`src/rtl/cpu_sequencer.sv`:
```
// cpu_sequencer: multi-cycle fetch/decode/exec/writeback control with fetch timeout and halt-on-error
module cpu_sequencer #(
   parameter logic [31:0] RESET_PC      = 32'h0000_0000,
   parameter logic [7:0]  FETCH_TIMEOUT = 8'd16
) (
   input  logic        clk,
   input  logic        rst,
   input  logic        run,
   output logic        imem_req,
   output logic [31:0] imem_addr,
   input  logic        imem_ack,
   input  logic [31:0] imem_data,
   output logic [31:0] instr,
   input  logic        dec_legal,
   input  logic        dec_rf_we,
   output logic        rf_we,
   output logic [31:0] pc,
   output logic [15:0] retired,
   output logic        halted,
   output logic [1:0]  err
);
   localparam logic [2:0] IDLE   = 3'd0;
   localparam logic [2:0] FETCH  = 3'd1;
   localparam logic [2:0] DECODE = 3'd2;
   localparam logic [2:0] EXEC   = 3'd3;
   localparam logic [2:0] WB     = 3'd4;
   localparam logic [2:0] HALT   = 3'd5;
   logic [2:0] state;
   logic [7:0] tcnt;
   assign imem_req  = state == FETCH;
   assign imem_addr = pc;
   assign rf_we     = (state == WB) && dec_rf_we;
   assign halted    = state == HALT;
   // State machine; ack takes priority over timeout, errors park the sequencer in HALT until reset
   always_ff @(posedge clk) begin
      if (rst) begin
         state   <= IDLE;
         pc      <= RESET_PC;
         instr   <= 32'h0;
         retired <= 16'h0;
         err     <= 2'd0;
         tcnt    <= 8'h0;
      end else begin
         case (state)
            IDLE:   state <= run ? FETCH : IDLE;
            FETCH: begin
               if (imem_ack) begin
                  instr <= imem_data;
                  tcnt  <= 8'h0;
                  state <= DECODE;
               end else if (tcnt == FETCH_TIMEOUT - 8'd1) begin
                  tcnt  <= 8'h0;
                  err   <= 2'd2;
                  state <= HALT;
               end else begin
                  tcnt  <= tcnt + 8'd1;
               end
            end
            DECODE: begin
               state <= dec_legal ? EXEC : HALT;
               err   <= dec_legal ? err : 2'd1;
            end
            EXEC:   state <= WB;
            WB: begin
               pc      <= pc + 32'd4;
               retired <= retired + 16'd1;
               state   <= run ? FETCH : IDLE;
            end
            HALT:   state <= HALT;
            default: state <= IDLE;
         endcase
      end
   end
endmodule

```
`config.mk`:
```
export PLATFORM = sky130hd
export DESIGN_NAME = cpu_sequencer
export DESIGN_NICKNAME = d
export VERILOG_FILES = /design/src/rtl/cpu_sequencer.sv
export SDC_FILE = /design/constraint.sdc
export NUM_CORES = 1
export LEC_CHECK = 0
export BUFFER_PORTS_ARGS = -buffer_cell sky130_fd_sc_hd__buf_2
export CAP_MARGIN = 20
export CORE_MARGIN = 4
export CORE_UTILIZATION = 35
export CTS_BUF_LIST = sky130_fd_sc_hd__clkbuf_8
export CTS_CLUSTER_DIAMETER = 50
export DETAILED_ROUTE_END_ITERATION = 16
export PLACE_DENSITY = 0.71
export SYNTH_ARGS = -nofsm -noshare
export SYNTH_HDL_FRONTEND = slang
export SYNTH_SLANG_ARGS = --single-unit
export TNS_END_PERCENT = 5
```
`constraint.sdc`:
```
create_clock -name clk -period 2.4 [get_ports clk]
set_input_delay 0.24 -clock clk [delete_from_list [all_inputs] [get_ports clk]]
set_output_delay 0.24 -clock clk [all_outputs]
set_load 0.02 [all_outputs]
```
==> run summary, run 1 <==
Outcome
* complete, no violations — status

STA
* 0.504 — Slew headroom
* 6.70 ps — worst clock skew
* 738 ps — Worst Max-Slew Pin Slew
* 0 — final max-slew violation count
* 455 MHz — Peak Freq
* no — unrepaired setup endpoints after global routing
* 0 — final count of hold timing violations
* 2200 ps — post-layout min period
* 0.916 — share of the clock period used by the worst path after layout
* 201 ps — worst-case setup margin in the final layout
* 0 — final setup violating endpoints
* 0 ps — Total Negative Setup Slacks

Drt
* 4500 um — Met1 Wirelength
* 0 — remaining design rule violation count
* 10400 um — drt total wl
* 5160 um — total met2 wirelength after detailed routing
* 5.12 — via/cell ratio
* 13.6 um — routed length per placed instance
* 573 um — routed wire length on met3
* 240 — number of DRC markers after the initial detailed-route iteration
* 5 — Pre-Repair DR Iteration Count
* 3900 — Vias
* 0 — Antenna Nets Post-Route
* met4 — highest layer used for signal routing

Worst setup path
* reg2reg — category of the most critical setup path
* 2650 ps — required time of the critical path
* nor3b_4 > nand2_1 > nor4_1 > mux2_2 — Critical Path, Cell by Cell
* 2450 ps — WP data arrival
* state[2] — origin of the critical flop-to-flop path
* 530 ps — slowest stage delay, CP
* register — Worst setup SP type
* state[2] — start point of the critical path
* register — sort of element at the end of the critical path
* sky130_fd_sc_hd__dfxtp_1 — cell with the largest stage delay on the worst path
* 11 — largest fanout on the critical path

Synth
* sky130_fd_sc_hd__dfxtp_1 — library cell with the largest summed area after synthesis
* 4140 sq um — Netlist Area Pre-Place
* 0 — total number of yosys warnings
* 0 — Async SR Flop Fraction
* 8.24 sq um — synthesized area per cell
* sky130_fd_sc_hd__dfxtp_1 — flip-flop cell with the highest count after synthesis
* sky130_fd_sc_hd__dfxtp_1 (44%), sky130_fd_sc_hd__nand2_1 (7.9%), sky130_fd_sc_hd__a21oi_1 (7.5%), sky130_fd_sc_hd__buf_4 (6.2%), sky130_fd_sc_hd__nor2_1 (2.9%) — main area contributors after synthesis
* 42 — distinct cell type count after synthesis
* 91 — register bit count reported by yosys
* 0 — number of flops mapped to enable cells by yosys
* 0.440 — share of the synthesized area in the top cell type
* sky130_fd_sc_hd__dfxtp_1 (91), sky130_fd_sc_hd__nand2_1 (87), sky130_fd_sc_hd__a21oi_1 (62) — most numerous cell types in the synthesized netlist
* 0.440 — post-synthesis sequential area ratio
* sky130_fd_sc_hd__dfxtp_1 — top-count cell post-synth
* 502 — cells after synthesis

Hold path
* imem_data[20] — launch instance of the worst min-delay path
* in2reg — worst min-delay path class

Cells and area
* 0 — Antenna Diode Count
* 20.2% — synthesis-to-layout area growth
* 762 — number of cells in the finished layout apart from fillers
* 0.297 — fraction of final layout cells with drive strength greater than 1
* 655 — fin nets

Floorplan
* 0.359 — initial cell density of the core
* 117 um — vertical extent of the die
* 155 — number of ports placed on the die boundary
* 13600 sq um — Die Footprint
* 11500 sq um — Std-Cell Core Area
* 117 um — Chip Width
* 39 — Rows

Clocking
* 0 — hold-fix buffers at CTS
* 9 — total clock buffers created by CTS
* sky130_fd_sc_hd__clkbuf_8 — Root Driver
* 3 — Max H-tree Level
* 2 — worst-case clock buffer depth
* 0 — Post-CTS Setup Bufs
* built — clock tree from TritonCTS
* 80 ps — clock-pin slew on the worst setup and hold paths
* 0 — post_cts resized
* 350 ps — clock latency reported for the late side of the worst-skew pair
* 91 — number of sinks on the clock net

Global routing
* 42 — maximum number of pins on one net before global-route repair
* 15900 um — wire length of the first global-routing pass
* 3448 — vias in the first global route
* 0 — initial antenna violation count
* 0.143 — Total Routing Usage GR
* 0 — overflow left after global routing

Placement
* 746 — instance count after placement with tap cells included
* 150 — I/O Buffers
* 228 ps — Place WS
* 0.770 — GP Congestion
* 7660 um — post-detailed-placement half-perimeter wirelength

Pwr
* 2.81 mW — Final Total Pwr
* 2.15 nW — static power due to leakage
* 566 nW/um^2 — PwrDens
* 0.226 mV — Peak VDD IR

Job
* 0 — MaxCap Viol Count

[layer usage]
metal / vias to the layer above / global-route usage
met1: 1838 / 0.177
met4: 0 / 0.0627
li1: 1940 / -
met5: - / 0
met3: 12 / 0.0306
met2: 110 / 0.239
[layout by cell type, fill, tap and decap left out, drive strengths merged, types with 2 or more instances in the layout]
cell    count
a21oi      62
conb        4
mux2        5
a31o        2
o21ai      13
nand3      19
nand2      87
buf       159
a41oi       2
xnor2       8
and2        3
dfxtp      91
nand4      12
nor4bb      2
nor3b       3
nor2b       7
nand3b      2
clkbuf     13
and4        5
and3        9
ha          3
nor4        9
xor2       11
inv         8
nor3        5
or3         8
or4         9
nand2b      4
a311oi      4
nor2       32
o31ai       9
[worst max-delay path, delay by kind of cell, from the launching register on]
kind	cells	cell delay, ps
mux	1	370
flops	1	530
simple gates	3	1180
[worst paths after layout]
| kind | depth (start not counted) | slack, ps | end |
|---|---|---|---|
| max | 4 | 200 | imem_addr[31] |
| min reg2reg | 2 | 450 | instr[23] |
| max reg2reg | 4 | 200 | imem_addr[31] |
| min | 3 | 120 | instr[20] |
[cells by family (layout without fill, tap and decap cells)]
family,Yosys count,after routing,share of synthesized area
simple gates,218,218,0.265
xor+xnor,19,19,0.0402
fa+ha+maj,3,3,0.00907
flops,91,91,0.440
buf+inv,67,181,0.0934
other cells,1,4,0.000906
compound gates,98,98,0.137
mux,5,5,0.0136
[flip-flops by register name, summed over array words and instances (netlist names)]
signal and flops:
err 2, imem_addr 30, tcnt 8, retired 16, state 3, instr 32
[report_power, final]
part / internal (mW) / total (mW) / switching (mW)
Sequential: 1.54 / 1.57 / 0.0264
Combinational: 0.0910 / 0.251 / 0.160
Clock: 0.482 / 0.996 / 0.514
Total: 2.11 / 2.81 / 0.700
[per-stage QoR]
stage | hold slack (ps) | util | area (sq um)
4_1_cts | 86.4 | 0.432 | 4970
5_1_grt | 93.8 | 0.432 | 4970
2_1_floorplan | 376 | - | 4150
6_report | 116 | 0.432 | 4970
3_5_place_dp | 446 | 0.415 | 4780
3_3_place_gp | 439 | 0.415 | 4780
[cell type report]
class	count	area, sq um
Fill cell	1157	6540
Inverter	6	22.5
Clock buffer	13	179
Multi-Input combinational cell	347	1940
Timing Repair Buffer	159	818
Clock inverter	3	12.5
Sequential cell	91	1820
Tap cell	143	179
Note: power is estimated with default switching activity, not from simulation.
==> run 2: changes to the inputs <==
--- a/config.mk
+++ b/config.mk
@@ -8,11 +8,11 @@
 export BUFFER_PORTS_ARGS = -buffer_cell sky130_fd_sc_hd__buf_2
 export CAP_MARGIN = 20
 export CORE_MARGIN = 4
-export CORE_UTILIZATION = 35
+export CORE_UTILIZATION = 30
 export CTS_BUF_LIST = sky130_fd_sc_hd__clkbuf_8
 export CTS_CLUSTER_DIAMETER = 50
 export DETAILED_ROUTE_END_ITERATION = 16
-export PLACE_DENSITY = 0.71
+export PLACE_DENSITY = 0.66
 export SYNTH_ARGS = -nofsm -noshare
 export SYNTH_HDL_FRONTEND = slang
 export SYNTH_SLANG_ARGS = --single-unit
==> constraint.sdc (replaced) <==
create_clock -name clk -period 1.75 [get_ports clk]
set_input_delay 0.175 -clock clk [delete_from_list [all_inputs] [get_ports clk]]
set_output_delay 0.175 -clock clk [all_outputs]
set_load 0.02 [all_outputs]
==> run 2 against run 1 <==
- clock power is 44% higher
- die area increased by 15%
- total power increased by 41%
- fmax increased by 29%
- cell area rose by 9.9%
- critical path type unchanged
- largest power group unchanged
==> run summary, run 2 (synthesized netlist as in run 1, its figures left out) <==
Hold path
* 3 — number of instances on the worst hold path, unchanged
* imem_data[18] — launch instance of the worst min-delay path, was imem_data[20]
* in2reg — worst min-delay path class, unchanged

Floorplan
* 155 — number of ports placed on the die boundary, unchanged
* 125 um — vertical extent of the die, was 117 um
* 42 — Rows, was 39
* 15700 sq um — Die Footprint, was 13600 sq um
* 13400 sq um — Std-Cell Core Area, was 11500 sq um
* 125 um — Chip Width, was 117 um
* 0.309 — initial cell density of the core, was 0.359

Worst setup path
* imem_addr[9] — origin of the critical flop-to-flop path, was state[2]
* 50 ps — FF-to-FF setup slack, was 200 ps
* register — Worst setup SP type, unchanged
* 2010 ps — required time of the critical path, was 2650 ps
* simple AND/OR/NAND/NOR gates — family of cells with the greatest summed delay on the critical path, unchanged
* 370 ps — slowest stage delay, CP, was 530 ps
* reg2reg — category of the most critical setup path, unchanged
* imem_addr[31] — terminus of the critical flop-to-flop path, unchanged
* 5 — Worst Reg2Reg Path Length in Cells, was 4
* imem_addr[9] — start point of the critical path, was state[2]
* 1 — worst path bufs/invs, was 0
* imem_addr[31] — endpoint of the most critical setup path, unchanged
* 1970 ps — WP data arrival, was 2450 ps
* register — sort of element at the end of the critical path, unchanged
* and4_4 > nand4_1 > buf_6 > nor4_1 > mux2_2 — Critical Path, Cell by Cell, was nor3b_4 > nand2_1 > nor4_1 > mux2_2
* 25 — largest fanout on the critical path, was 11
* sky130_fd_sc_hd__dfxtp_4 — cell with the largest stage delay on the worst path, was sky130_fd_sc_hd__dfxtp_1
* 5 — Crit. path cell count, was 4

Cells and area
* sky130_fd_sc_hd__buf_2 (150), sky130_fd_sc_hd__nand2_1 (85), sky130_fd_sc_hd__dfxtp_1 (75) — top library cells by usage in the layout, fill and taps aside, was sky130_fd_sc_hd__buf_2 (150), sky130_fd_sc_hd__dfxtp_1 (91), sky130_fd_sc_hd__nand2_1 (87)
* 0 — Antenna Diode Count, unchanged
* 32 — Largest register FFs, unchanged
* instr — register with the most flip-flops, unchanged
* 696 — fin nets, was 655
* 0.408 — final cell utilization of the core, was 0.432
* sky130_fd_sc_hd__buf_2 — commonest non-fill, non-tap cell in the layout, unchanged
* 32.1% — synthesis-to-layout area growth, was 20.2%
* 1400 — Filler cells, was 1157
* 0.380 — fraction of final layout cells with drive strength greater than 1, was 0.297

Clocking
* 2 — worst-case clock buffer depth, unchanged
* sky130_fd_sc_hd__clkbuf_8 — Root Driver, unchanged
* 360 ps — clock latency reported for the late side of the worst-skew pair, was 350 ps
* built — clock tree from TritonCTS, unchanged
* 91 — number of sinks on the clock net, unchanged
* 3 — Max H-tree Level, unchanged
* 90 ps — clock-pin slew on the worst setup and hold paths, was 80 ps
* 9 — total clock buffers created by CTS, unchanged

Drt
* 4 — Pre-Repair DR Iteration Count, was 5
* 10700 um — drt total wl, was 10400 um
* 3897 — Vias, was 3900
* 0 — Antenna Nets Post-Route, unchanged
* 12.8 um — routed length per placed instance, was 13.6 um
* 4.66 — via/cell ratio, was 5.12
* 0 — remaining design rule violation count, unchanged
* 170 — number of DRC markers after the initial detailed-route iteration, was 240

STA
* 587 MHz — Peak Freq, was 455 MHz
* 545 ps — Worst Max-Slew Pin Slew, was 738 ps
* 0.636 — Slew headroom, was 0.504
* 0 — final setup violating endpoints, unchanged
* 0 — final max-slew violation count, unchanged
* 1700 ps — post-layout min period, was 2200 ps
* 0.974 — share of the clock period used by the worst path after layout, was 0.916
* 10.2 ps — worst clock skew, was 6.70 ps
* 0 — final count of hold timing violations, unchanged
* yes — unrepaired setup endpoints after global routing, was no

Placement
* 7880 um — post-detailed-placement half-perimeter wirelength, was 7660 um
* 150 — I/O Buffers, unchanged
* 0.797 — GP Congestion, was 0.770

Global routing
* 33 — maximum number of pins on one net before global-route repair, was 42
* 3515 — vias in the first global route, was 3448
* 0.171 — met1 global-route usage, was 0.177
* 0 — overflow left after global routing, unchanged
* 0.133 — Total Routing Usage GR, was 0.143
* met2 — busiest grt layer, unchanged
* 0 — initial antenna violation count, unchanged
* 0.212 — met2 capacity usage during global routing, was 0.239
* 0.0392 — GR Layer Usage met3, was 0.0306
* 17100 um — wire length of the first global-routing pass, was 15900 um

Pwr
* 2.40 nW — static power due to leakage, was 2.15 nW
* 724 nW/um^2 — PwrDens, was 566 nW/um^2
* 0.490 mV — Peak VDD IR, was 0.226 mV
* 3.96 mW — Final Total Pwr, was 2.81 mW

Job
* 0 — MaxCap Viol Count, unchanged

Outcome
* complete, no violations — status, unchanged

-- run 2: cell types whose count changed in the layout (fill, tap and decap cells not counted), moves of 6 or more --
cell	delta
sky130_fd_sc_hd__buf_4	+37
sky130_fd_sc_hd__dfxtp_1	-16
sky130_fd_sc_hd__dfxtp_4	+10
sky130_fd_sc_hd__dfxtp_2	+6
-- run 2: how the worst min path moves through the flow --
stage / slack (ps) / endpoint
floorplan: 310 / instr[23]
CTS: 10 / instr[18]
global route: 10 / instr[22]
detailed placement: 420 / instr[2]
finish: 40 / instr[18]
global placement: 420 / instr[2]
-- run 2: per-layer routing --
layer / part of all wire / wire length (um) / vias to the layer above
li1: - / - / 2021
met1: 0.46 / 4910 / 1777
met2: 0.48 / 5170 / 86
met3: 0.045 / 485 / 13
met4: 0.016 / 172 / 0
met5: 0 / 0 / -
-- run 2: power by group --
| part | internal (mW) | leakage, nW | total, mW | switching (mW) |
|---|---|---|---|---|
| clock network | 0.690 | 0.110 | 1.43 | 0.744 |
| registers | 2.10 | 0.746 | 2.13 | 0.0277 |
| logic | 0.156 | 1.55 | 0.395 | 0.239 |
-- run 2: metrics by stage --
stage	TNS [ps]	hold slack, ps	cell area (sq um)	worst slack, ps	instances
after floorplan	-73.0	311	4200	-18.9	505
after global placement	0	417	5160	16.3	816
after detailed placement	-124	421	5160	-42.1	816
after CTS	-27.2	12.4	5400	-27.2	835
after global routing	-138	10.1	5470	-39.9	836
final	0	36.2	5470	45.3	836
-- run 2: layout make-up --
type / instances / area [sq um] / area share
clock buffers: 10 / 138 / 0.0252
well taps: 176 / 220 / 0.0403
flip-flops and latches: 91 / 1870 / 0.341
multi-input cells: 347 / 2010 / 0.368
repair buffers: 200 / 1150 / 0.210
inverters: 6 / 22.5 / 0.00412
clock inverters: 6 / 58.8 / 0.0108
-- run 2: worst min-delay path, cell delays in order --
cell                      delay, ps
sky130_fd_sc_hd__buf_2          100
sky130_fd_sc_hd__nand2_1         40
sky130_fd_sc_hd__a21oi_1         50
-- run 2: timing repair --
item,in CTS,in global routing
buffers inserted,3,1
hold buffers,0,0
setup endpoints to repair,14,24
pin swaps,3,5
gates resized for setup,6,15
==> run 3: changes to the inputs <==
--- a/config.mk
+++ b/config.mk
@@ -5,7 +5,7 @@
 export SDC_FILE = /design/constraint.sdc
 export NUM_CORES = 1
 export LEC_CHECK = 0
-export BUFFER_PORTS_ARGS = -buffer_cell sky130_fd_sc_hd__buf_2
+export BUFFER_PORTS_ARGS = -buffer_cell sky130_fd_sc_hd__clkbuf_2
 export CAP_MARGIN = 20
 export CORE_MARGIN = 4
 export CORE_UTILIZATION = 30
==> run 3 against run 2 <==
- first-iteration DRC count up 17%
- combinational power up 17%
- utilization up 2.0 points
- largest cell class unchanged
- highest routed layer unchanged
==> run summary, run 3 (synthesized netlist as in run 1, its figures left out) <==
Worst setup path
* register — Worst setup SP type, unchanged
* 370 ps — slowest stage delay, CP, about the same
* register — sort of element at the end of the critical path, unchanged
* 5 — Worst Reg2Reg Path Length in Cells, unchanged
* reg2reg — category of the most critical setup path, unchanged
* 5 — Crit. path cell count, unchanged
* imem_addr[9] — start point of the critical path, unchanged
* 60 ps — FF-to-FF setup slack, was 50 ps
* imem_addr[9] — origin of the critical flop-to-flop path, unchanged
* and4_4 > nand4_1 > buf_6 > nor4_1 > mux2_2 — Critical Path, Cell by Cell, unchanged
* 1960 ps — WP data arrival, was 1970 ps
* simple AND/OR/NAND/NOR gates — family of cells with the greatest summed delay on the critical path, unchanged
* imem_addr[31] — terminus of the critical flop-to-flop path, unchanged
* sky130_fd_sc_hd__dfxtp_4 — cell with the largest stage delay on the worst path, unchanged
* 25 — largest fanout on the critical path, unchanged
* 2020 ps — required time of the critical path, was 2010 ps
* 1 — worst path bufs/invs, unchanged
* imem_addr[31] — endpoint of the most critical setup path, unchanged

STA
* 0 — final setup violating endpoints, unchanged
* 1690 ps — post-layout min period, was 1700 ps
* 0 ps — Total Negative Setup Slacks, unchanged
* 9.10 ps — worst clock skew, was 10.2 ps
* 559 ps — Worst Max-Slew Pin Slew, was 545 ps
* 0 — final max-slew violation count, unchanged
* 0.627 — Slew headroom, was 0.636
* 592 MHz — Peak Freq, was 587 MHz
* 0.965 — share of the clock period used by the worst path after layout, was 0.974
* 0 — final count of hold timing violations, unchanged
* yes — unrepaired setup endpoints after global routing, unchanged

Drt
* 4145 — Vias, was 3897
* 199 — number of DRC markers after the initial detailed-route iteration, was 170
* 4.80 — via/cell ratio, was 4.66
* 13.1 um — routed length per placed instance, was 12.8 um
* 4 — Pre-Repair DR Iteration Count, unchanged
* 0 — Antenna Nets Post-Route, unchanged
* 0 — remaining design rule violation count, unchanged
* 11300 um — drt total wl, was 10700 um

Cells and area
* 2010 sq um — multi-input logic area, about the same
* 0.428 — final cell utilization of the core, was 0.408
* 725 — fin nets, was 696
* sky130_fd_sc_hd__clkbuf_2 (147), sky130_fd_sc_hd__nand2_1 (85), sky130_fd_sc_hd__dfxtp_1 (75) — top library cells by usage in the layout, fill and taps aside, was sky130_fd_sc_hd__buf_2 (150), sky130_fd_sc_hd__nand2_1 (85), sky130_fd_sc_hd__dfxtp_1 (75)
* 32 — Largest register FFs, unchanged
* 0.377 — fraction of final layout cells with drive strength greater than 1, was 0.380
* 38.6% — synthesis-to-layout area growth, was 32.1%
* 0 — Antenna Diode Count, unchanged
* sky130_fd_sc_hd__clkbuf_2 — commonest non-fill, non-tap cell in the layout, was sky130_fd_sc_hd__buf_2
* 1860 sq um — area used by sequential logic in the layout, was 1870 sq um
* instr — register with the most flip-flops, unchanged
* 1326 — Filler cells, was 1400

Clocking
* built — clock tree from TritonCTS, unchanged
* sky130_fd_sc_hd__clkbuf_8 — Root Driver, unchanged
* 3 — Max H-tree Level, unchanged
* 91 — number of sinks on the clock net, unchanged
* 2 — worst-case clock buffer depth, unchanged
* 90 ps — clock-pin slew on the worst setup and hold paths, about the same
* 370 ps — clock latency reported for the late side of the worst-skew pair, was 360 ps
* 9 — total clock buffers created by CTS, unchanged

Placement
* 0.777 — GP Congestion, was 0.797
* 150 — I/O Buffers, unchanged
* 7900 um — post-detailed-placement half-perimeter wirelength, was 7880 um

Global routing
* 0 — overflow left after global routing, unchanged
* 17900 um — wire length of the first global-routing pass, was 17100 um
* 3604 — vias in the first global route, was 3515
* 0.139 — Total Routing Usage GR, was 0.133
* 0 — initial antenna violation count, unchanged
* 33 — maximum number of pins on one net before global-route repair, unchanged

Hold path
* in2reg — worst min-delay path class, unchanged

Floorplan
* 0.309 — initial cell density of the core, unchanged
* 125 um — Chip Width, unchanged
* 13400 sq um — Std-Cell Core Area, unchanged
* 125 um — vertical extent of the die, unchanged
* 42 — Rows, unchanged
* 155 — number of ports placed on the die boundary, unchanged
* 15700 sq um — Die Footprint, unchanged

Outcome
* complete, no violations — status, unchanged

Pwr
* 2.44 nW — static power due to leakage, was 2.40 nW
* 668 nW/um^2 — PwrDens, was 724 nW/um^2
* 0.449 mV — Peak VDD IR, was 0.490 mV

Job
* 0 — MaxCap Viol Count, unchanged

[run 3: worst min-delay path by stage]
stage | from | to | slack (ps) | cells past startpoint
2_1_floorplan | imem_data[23] | instr[23] | 310 | 2
3_3_place_gp | imem_data[11] | instr[11] | 400 | 3
3_5_place_dp | imem_data[11] | instr[11] | 400 | 3
4_1_cts | imem_data[9] | instr[9] | 2 | 3
5_1_grt | imem_data[9] | instr[9] | 2 | 3
6_report | imem_data[19] | instr[19] | 30 | 3
[run 3: cell type report]
cell class / count / area share
Sequential cell: 91 / 0.325
Multi-Input combinational cell: 347 / 0.351
Clock buffer: 10 / 0.0240
Clock inverter: 4 / 0.00371
Tap cell: 176 / 0.0384
Timing Repair Buffer: 229 / 0.254
Inverter: 6 / 0.00393
[run 3: report_power, final]
| group | leakage, nW | internal, mW | switching [mW] | total, mW |
|---|---|---|---|---|
| combinational | 1.61 | 0.202 | 0.260 | 0.461 |
| clock | 0.0852 | 0.529 | 0.714 | 1.24 |
| sequential | 0.746 | 2.10 | 0.0252 | 2.13 |
| total | 2.44 | 2.83 | 0.999 | 3.83 |
[run 3: worst min-delay path, stage by stage]
cell                       delay (ps)
sky130_fd_sc_hd__clkbuf_2          80
sky130_fd_sc_hd__nand2_1           50
sky130_fd_sc_hd__a21oi_1           50
[run 3: per-layer routing]
metal / up-vias / part of all wire / track usage
met1: 1910 / 0.43 / 0.168
met2: 116 / 0.50 / 0.227
met3: 33 / 0.045 / 0.0345
met5: - / 0 / 0
li1: 2086 / - / -
met4: 0 / 0.033 / 0.0727
[run 3: stage by stage]
step	total power, mW	setup WS, ps	hold WS, ps	std cells	area [sq um]
after detailed placement	2.57	-80.2	405	819	5190
after global placement	2.57	-32.1	400	819	5190
final	3.83	61.2	29.6	863	5730
after floorplan	2.41	-18.9	311	505	4200
after CTS	3.90	-19.0	1.78	858	5610
after global routing	4.03	-104	1.94	863	5730
[run 3: repair_timing]
action                                  CTS  global route
resized for setup                         6            24
cloned                                    0             0
hold buffers                             21             0
endpoints found under the setup margin   16            28
pin swaps                                 3             9
buffers inserted                          4             5
endpoints found under the hold margin    21             0
